`src/rtl/alu_result_stage.sv`:
```
// alu_result_stage: captures the multi-cycle ALU's Zlow/Zhigh after an
// op-dependent latency, updates HI/LO for MUL/DIV and presents the result
// on a valid/ready bus, giving control a single busy/done view of the ALU.
module alu_result_stage #(
  parameter int WIDTH       = 32,
  parameter int MUL_LATENCY = 1,
  parameter int DIV_LATENCY = 32
) (
  input  logic             i_clk,
  input  logic             i_rst_n,
  input  logic             i_start,
  input  logic [3:0]       i_op,
  input  logic [WIDTH-1:0] i_zlow_in,
  input  logic [WIDTH-1:0] i_zhigh_in,
  input  logic             i_bus_ready,
  output logic             o_busy,
  output logic             o_result_valid,
  output logic [WIDTH-1:0] o_result_out,
  output logic [WIDTH-1:0] o_hi_out,
  output logic [WIDTH-1:0] o_lo_out,
  output logic             o_illegal_op
);

  localparam logic [3:0] OP_MUL = 4'b1110;
  localparam logic [3:0] OP_DIV = 4'b1111;

  typedef enum logic [1:0] {
    S_IDLE,
    S_WAIT,
    S_PRESENT
  } state_t;

  state_t           r_state;
  logic [7:0]       r_counter;
  logic [3:0]       r_op;
  logic             r_busy;
  logic             r_result_valid;
  logic [WIDTH-1:0] r_result_out;
  logic [WIDTH-1:0] r_hi_out;
  logic [WIDTH-1:0] r_lo_out;
  logic             r_illegal_op;

  logic [7:0]       w_latency;
  logic             w_latched_muldiv;
  logic             w_latched_illegal;

  // Latency to load into the counter for the op being issued this cycle.
  always_comb begin
    w_latency = 8'd1;
    if (i_op == OP_MUL) begin
      w_latency = 8'(MUL_LATENCY);
    end else if (i_op == OP_DIV) begin
      w_latency = 8'(DIV_LATENCY);
    end
  end

  // Classify the op latched at issue time; it decides what the capture writes.
  always_comb begin
    w_latched_muldiv  = (r_op == OP_MUL) || (r_op == OP_DIV);
    w_latched_illegal = (r_op >= 4'b1011) && (r_op <= 4'b1101);
  end

  // Issue / wait / present sequencer with all outputs registered.
  always_ff @(posedge i_clk or negedge i_rst_n) begin
    if (!i_rst_n) begin
      r_state        <= S_IDLE;
      r_counter      <= 8'd0;
      r_op           <= 4'b0000;
      r_busy         <= 1'b0;
      r_result_valid <= 1'b0;
      r_result_out   <= '0;
      r_hi_out       <= '0;
      r_lo_out       <= '0;
      r_illegal_op   <= 1'b0;
    end else begin
      r_illegal_op <= 1'b0;
      case (r_state)
        S_IDLE: begin
          if (i_start) begin
            r_op      <= i_op;
            r_counter <= w_latency;
            r_busy    <= 1'b1;
            r_state   <= S_WAIT;
          end
        end
        S_WAIT: begin
          if (r_counter != 8'd0) begin
            r_counter <= r_counter - 8'd1;
          end
          if (r_counter <= 8'd1) begin
            r_result_out   <= i_zlow_in;
            r_result_valid <= 1'b1;
            r_state        <= S_PRESENT;
            if (w_latched_muldiv) begin
              r_lo_out <= i_zlow_in;
              r_hi_out <= i_zhigh_in;
            end
            if (w_latched_illegal) begin
              r_illegal_op <= 1'b1;
            end
          end
        end
        S_PRESENT: begin
          if (i_bus_ready) begin
            r_result_valid <= 1'b0;
            if (i_start) begin
              r_op      <= i_op;
              r_counter <= w_latency;
              r_state   <= S_WAIT;
            end else begin
              r_busy  <= 1'b0;
              r_state <= S_IDLE;
            end
          end
        end
        default: begin
          r_busy         <= 1'b0;
          r_result_valid <= 1'b0;
          r_state        <= S_IDLE;
        end
      endcase
    end
  end

  assign o_busy         = r_busy;
  assign o_result_valid = r_result_valid;
  assign o_result_out   = r_result_out;
  assign o_hi_out       = r_hi_out;
  assign o_lo_out       = r_lo_out;
  assign o_illegal_op   = r_illegal_op;

endmodule
```
`config.mk`:
```
export PLATFORM = sky130hd
export DESIGN_NAME = alu_result_stage
export DESIGN_NICKNAME = d
export VERILOG_FILES = /design/src/rtl/alu_result_stage.sv
export SDC_FILE = /design/constraint.sdc
export NUM_CORES = 1
export LEC_CHECK = 0
export ABC_AREA = 1
export CAP_MARGIN = 20
export CORE_UTILIZATION = 30
export CTS_CLUSTER_SIZE = 12
export DETAILED_ROUTE_END_ITERATION = 7
export PLACE_DENSITY = 0.58
export SYNTH_ARGS = -nofsm -noshare
export SYNTH_HDL_FRONTEND = slang
export SYNTH_SLANG_ARGS = --single-unit
```
`constraint.sdc`:
```
create_clock -name i_clk -period 3.34 [get_ports i_clk]
set_clock_uncertainty 0.15 [all_clocks]
set_input_delay 0.668 -clock i_clk [delete_from_list [all_inputs] [get_ports i_clk]]
set_output_delay 0.668 -clock i_clk [all_outputs]
set_load 0.02 [all_outputs]
```
==> results by group, run 1 <==
Logic synthesis
  • Cell variety after synth: 22
  • Synth Flop Type: dfrtp_1
  • Mapped Cells: 498
  • Share of the synthesized area in the top cell type: 61.66%
  • Syn. warnings: 0
  • Largest cells by area after synthesis: dfrtp_1 (62%), nand2_1 (12%), o21ai_1 (8.1%)
  • Syn Area/Cell: 9.208 sq um
  • Sequential area share after synthesis: 61.66%
  • Mapped cell area: 0.004586 sq mm
  • Ys async rst share: 100.0%
  • EDFF count, synth: 0
  • Syn_nets: 572
  • Synth cell count leaders: nand2_1 (141), dfrtp_1 (113), inv_1 (78)
  • Count leader, synth: nand2_1
  • Biggest area consumer among synthesized cells: dfrtp_1
  • FF+latch count, synth: 113

Clock network
  • CTS tree: yes
  • Postcts setup bufs: 0
  • CTS sink count: 113
  • CTS Buf Count: 17
  • Worst skew pair latency: 0.41 ns
  • Cts hold-fix bufs: 0
  • CTS resizes: 0
  • Htree depth: 4
  • CTS clk-pin slew, worst paths: 0.05 ns
  • CTS Buffer Depth: 2
  • Clk root buf: clkbuf_16

Critical path
  • Register-to-register setup slack: 0.95 ns
  • FF-to-FF End: o_hi_out[4]
  • Worst setup path category: reg -> reg
  • Critical-path cell with the highest stage delay: buf_4
  • CP dominant cell by count: o21ai_1
  • CP max FO: 62
  • Crit-path max cell delay: 0.55 ns
  • R2R Path Start: r_counter[0]
  • WP data required: 3.52 ns
  • Startpoint Class: flop
  • CP top delay family: buffers and inverters
  • Crit-path cells: inv_1, ha_1, o21ai_1, nor2_4, nand3_4, buf_4, nand2_1, o21ai_1
  • WP data arrival: 2.57 ns
  • Critical path buffers and inverters: 2
  • Crit. End Element: flop
  • R2R depth: 8

Cells and area
  • Final non-filler cell total: 868
  • Share of layout cells above drive strength 1: 6.287%
  • Antenna cells: 0
  • Area growth, synth to finish: 53.83%
  • NumNets Final: 745

Route
  • Drc violations: 13
  • First-iteration detailed-routing DRC count: 257
  • Final WL: 11360 microns
  • Pre-Repair DR Iteration Count: 6
  • Via Count: 3812
  • WL/cell: 13.09 microns
  • Via density: 4.392
  • Post-route ant nets: 0

Floorplanning
  • Die height: 125.6 microns
  • I/O pins: 171
  • Initial Util: 31.20%
  • FP Rows: 44
  • Core area: 0.01470 sq mm
  • Chip Width: 125.6 microns
  • DIE AREA: 0.01578 sq mm

Power and ir drop
  • VDD IR max: 0.0004272 V
  • Design Power: 7.751 mW
  • Static leakage: 3.497 nW
  • PwrDens: 1099 mW/mm^2

Timing
  • Max-slew headroom: 59.11%
  • Fmax: 0.4178 GHz
  • Final setup TNS: 0 ns
  • Slew Viols, Final: 0
  • Unrepaired setup endpoints after global routing: no
  • Period minus WS final: 2.393 ns
  • Final setup violation count: 0
  • Min Hold Slack: 0.1352 ns
  • Final Cycle Share: 71.66%
  • Worst-Margin Slew: 0.6133 ns
  • Hold Fails Final Rpt: 0

GRT
  • Initial antenna violation count: 0
  • Met3 Resource Use GR: 4.970%
  • First-pass GRT wire length: 18980 microns
  • Vias in the first global route: 3874
  • M1 GR Usage: 19.41%
  • Congestion Overflow GR: 0
  • Grt peak-use layer: met2
  • Met2 Resource Use GR: 24.28%
  • Tot GR Track Use: 15.27%
  • Largest net degree at the start of global routing: 63

Placement
  • Port-buffer cells: 170
  • DP HPWL: 8158 microns
  • Placed Cells incl. Taps: 836
  • Routability Congestion: 0.8101

Flow run
  • Max-cap viol count: 0

Min path
  • Hold crit path type: in -> async

Run status
  • Failing checks: design-rule violations
  • Status: finished, violations left
## logic make-up (layout without fill, tap and decap cells)
kind of cell,Yosys count,count (layout),synth area share (%)
simple gates,173,173,15.28
flops,113,113,61.66
compound gates,106,106,11.57
buf+inv,100,286,10.12
xor+xnor,3,3,0.5731
fa+ha+maj,2,2,0.5456
mux,1,1,0.2455
## through the flow
| stage | utilization (%) | instance area, sq um | setup slack [ns] |
|---|---|---|---|
| final | 47.99 | 7054 | 0.9466 |
| after global routing | 47.99 | 7054 | 0.6799 |
| after CTS | 47.99 | 7054 | 0.9283 |
| after detailed placement | 43.60 | 6409 | 0.9747 |
| after global placement | 43.60 | 6409 | 1.063 |
| after floorplan | - | 4586 | 1.677 |
## cell usage in the layout (no fill, tap or decap), drive strengths merged
cell and n:
bufinv 5, clkdlybuf4s50 169, nand2 143, nor3b 1, dfrtp 113, nand3 11, nand4 3, xor2 3
inv 78, mux2 1, clkbuf 22, nand3b 1, clkinvlp 1, clkinv 4, nor2 14, buf 7
o21ai 104, a21oi 2, ha 2
## registers in the layout (all words and copies together), names as in the netlist
name            flops
o_lo_out           32
o_result_valid      1
o_result_out       32
o_illegal_op        1
r_state             2
r_op                4
r_counter           8
o_busy              1
o_hi_out           32
## worst max path at each step
stage	startpoint	cells past startpoint	slack (ns)	end
6_report	r_counter[0]	8	0.95	o_hi_out[4]
3_5_place_dp	r_counter[0]	8	0.97	o_hi_out[4]
4_1_cts	r_counter[0]	8	0.93	o_hi_out[4]
3_3_place_gp	r_counter[0]	8	1.06	o_hi_out[15]
2_1_floorplan	r_counter[0]	9	1.68	o_result_out[15]
5_1_grt	r_counter[0]	8	0.68	o_hi_out[3]
## power by group
part	leakage [nW]	total (mW)	switching [mW]	internal, mW
clock network	0.314	1.95	0.596	1.36
registers	1.24	2.47	0.421	2.05
logic	1.94	3.32	1.79	1.53
total	3.50	7.75	2.81	4.94
## metal layers
metal | up-vias | part of all wire [%]
li1 | 1900 | -
met1 | 1766 | 45
met2 | 135 | 46
met3 | 11 | 7.4
met4 | 0 | 1.2
met5 | - | 0
## layout make-up
class	count	area, sq um
multi-input combinational	285	1301
timing repair buffer	176	1757
fill	1363	7645
inverter	78	292.8
clock inverter	10	181.4
tap	184	230.2
sequential	113	2828
clock buffer	22	464.2
Power figures use the tool's default switching activity.
==> run 2, diff against run 1 <==
==> constraint.sdc (replaced) <==
create_clock -name i_clk -period 2.31 [get_ports i_clk]
set_clock_uncertainty 0.15 [all_clocks]
set_input_delay 0.462 -clock i_clk [delete_from_list [all_inputs] [get_ports i_clk]]
set_output_delay 0.462 -clock i_clk [all_outputs]
set_load 0.02 [all_outputs]
==> run 2 against run 1 <==
  * The flow still finishes with violations (design-rule violations)
  * Sequential share of layout area is 0.30 points lower
  * Core utilization is 0.36 points higher
  * Power is 43% higher
  * Wire length is 0.95% higher
  * Sequential cell count stayed put
  * Global-route usage is 0.12 points lower
  * Count of clock-buffer cells in the layout is 1 higher
  * Critical path depth is 7 lower
  * Cell count is 0.35% higher
  * Sequential power is 43% higher
==> results by group, run 2 (same netlist as run 1, synthesis figures left out) <==
Power and ir drop
  • Static leakage: 3.522 nW (+0.74%)
  • PwrDens: 1555 mW/mm^2 (+42%)
  • VDD IR max: 0.0007088 V (+66%)

Floorplanning
  • Initial Util: 31.20% (unchanged)
  • FP Rows: 44 (unchanged)
  • Core area: 0.01470 sq mm (unchanged)
  • Chip Width: 125.6 microns (unchanged)
  • I/O pins: 171 (unchanged)
  • DIE AREA: 0.01578 sq mm (unchanged)
  • Die height: 125.6 microns (unchanged)

Clock network
  • Postcts setup bufs: 0 (unchanged)
  • CTS tree: yes
  • CTS clk-pin slew, worst paths: 0.05 ns (about the same)
  • Clk root buf: clkbuf_16
  • CTS resizes: 0 (unchanged)
  • CTS sink count: 113 (unchanged)
  • Worst skew pair latency: 0.40 ns (about the same)
  • CTS Buf Count: 17 (unchanged)
  • Htree depth: 4 (unchanged)
  • CTS Buffer Depth: 2 (unchanged)

Timing
  • Period minus WS final: 2.012 ns
  • Slew Viols, Final: 0 (unchanged)
  • Final Cycle Share: 87.10%
  • Unrepaired setup endpoints after global routing: no
  • Hold Fails Final Rpt: 0 (unchanged)
  • Max-slew headroom: 62.65% (+3.5 points)
  • Fmax: 0.4970 GHz
  • Worst-Margin Slew: 0.5596 ns (-0.05370 ns)
  • Final setup TNS: 0 ns (unchanged)
  • Final setup violation count: 0 (unchanged)
  • Min Hold Slack: 0.3286 ns (+0.1934 ns)

Placement
  • Port-buffer cells: 170 (unchanged)
  • Routability Congestion: 0.7862 (-3.0%)
  • DP HPWL: 8086 microns (-0.88%)

GRT
  • Tot GR Track Use: 15.15% (-0.12 points)
  • Initial antenna violation count: 0 (unchanged)
  • Vias in the first global route: 3713 (-4.2%)
  • Congestion Overflow GR: 0 (unchanged)
  • Largest net degree at the start of global routing: 53 (-16%)
  • First-pass GRT wire length: 18610 microns (-2.0%)

Cells and area
  • Commonest non-fill, non-tap cells in the layout: clkdlybuf4s50_1 (169), nand2_1 (141), dfrtp_1 (113)
  • Fillers: 1371 (+0.59%)
  • Antenna cells: 0 (unchanged)
  • Commonest non-fill, non-tap cell in the layout: clkdlybuf4s50_1
  • Area growth, synth to finish: 54.98%
  • Share of layout cells above drive strength 1: 6.987% (+0.70 points)
  • NumNets Final: 748 (+0.40%)

Min path
  • Hold EP: o_result_out[22]
  • Worst Hold Path Cells: 2
  • Hold crit path type: reg -> reg
  • Worst Min Path Start: o_result_out[22]

Critical path
  • Critical path buffers and inverters: 1 (-1)
  • Critical-path cell with the highest stage delay: clkdlybuf4s50_1
  • WP data required: 1.70 ns (-1.82 ns)
  • R2R Path Start: r_counter[0]
  • FF-to-FF End: o_lo_out[8]
  • Startpoint Class: flop
  • Crit-path max cell delay: 0.63 ns (+0.08 ns)
  • CP top delay family: buffers and inverters
  • Crit. End Element: primary output
  • Register-to-register setup slack: 0.44 ns (-0.51 ns)
  • Crit-path cells: clkdlybuf4s50_1
  • CP max FO: 2 (-97%)
  • WP data arrival: 1.40 ns (-1.17 ns)
  • R2R depth: 8 (unchanged)
  • Worst setup path category: reg -> out

Route
  • Via density: 4.382 (-0.21%)
  • First-iteration detailed-routing DRC count: 212 (-18%)
  • Post-route ant nets: 0 (unchanged)
  • WL/cell: 13.17 microns (+0.60%)
  • Final WL: 11470 microns (+0.95%)
  • Pre-Repair DR Iteration Count: 7 (+1)
  • Drc violations: 13 (unchanged)
  • Via Count: 3817 (+0.13%)

Run status
  • Status: finished, violations left
  • Failing checks: design-rule violations

Flow run
  • Max-cap viol count: 0 (unchanged)
[run 2: how the worst max path moves through the flow]
stage                     from          endpoint  slack, ns  cells past startpoint
2_1_floorplan     r_counter[0]  o_result_out[15]       0.65                      9
4_1_cts        o_result_out[2]   o_result_out[2]       0.27                      1
3_3_place_gp           i_start      r_counter[5]       0.42                      8
6_report          o_lo_out[15]      o_lo_out[15]       0.30                      1
3_5_place_dp           i_start      r_counter[2]       0.39                      8
5_1_grt        o_result_out[2]   o_result_out[2]       0.23                      1
[run 2: power by group]
part / total, mW / switching, mW / internal, mW
Sequential: 3.53 / 0.569 / 2.96
Combinational: 4.90 / 2.65 / 2.25
Clock: 2.62 / 0.869 / 1.75
Total: 11.1 / 4.09 / 6.96
[run 2: stage by stage]
stage / power, mW / instance area [sq um] / worst slack, ns / cells / util (%)
3_3_place_gp: 8.372 / 6486 / 0.4188 / 838 / 44.13
5_1_grt: 11.75 / 7107 / 0.2310 / 871 / 48.35
4_1_cts: 11.19 / 7107 / 0.2722 / 871 / 48.35
2_1_floorplan: 6.044 / 4586 / 0.6473 / 498 / -
3_5_place_dp: 8.463 / 6486 / 0.3923 / 838 / 44.13
6_report: 11.05 / 7107 / 0.2980 / 871 / 48.35
[run 2: routing by layer]
layer  share of wire [%]  GRT usage (%)  up-vias
met4                0.81          5.380        0
met2                  47          23.40      123
li1                    -              -     1901
met1                  45          19.26     1787
met5                   0              0        -
met3                 7.3          5.947        6
[run 2: what timing repair did]
item                                    CTS  global route
endpoints found under the hold margin    30             0
hold buffers                              1             0
endpoints found under the setup margin    0             0
[run 2: layout make-up]
type                       count  area (sq um)  area share, %
clock buffer                  23         508.0          7.148
clock inverter                 9         102.6          1.444
inverter                      78         292.8          4.120
multi-input combinational    285          1301          18.31
sequential                   113          2828          39.79
tap                          184         230.2          3.239
timing repair buffer         179          1844          25.95
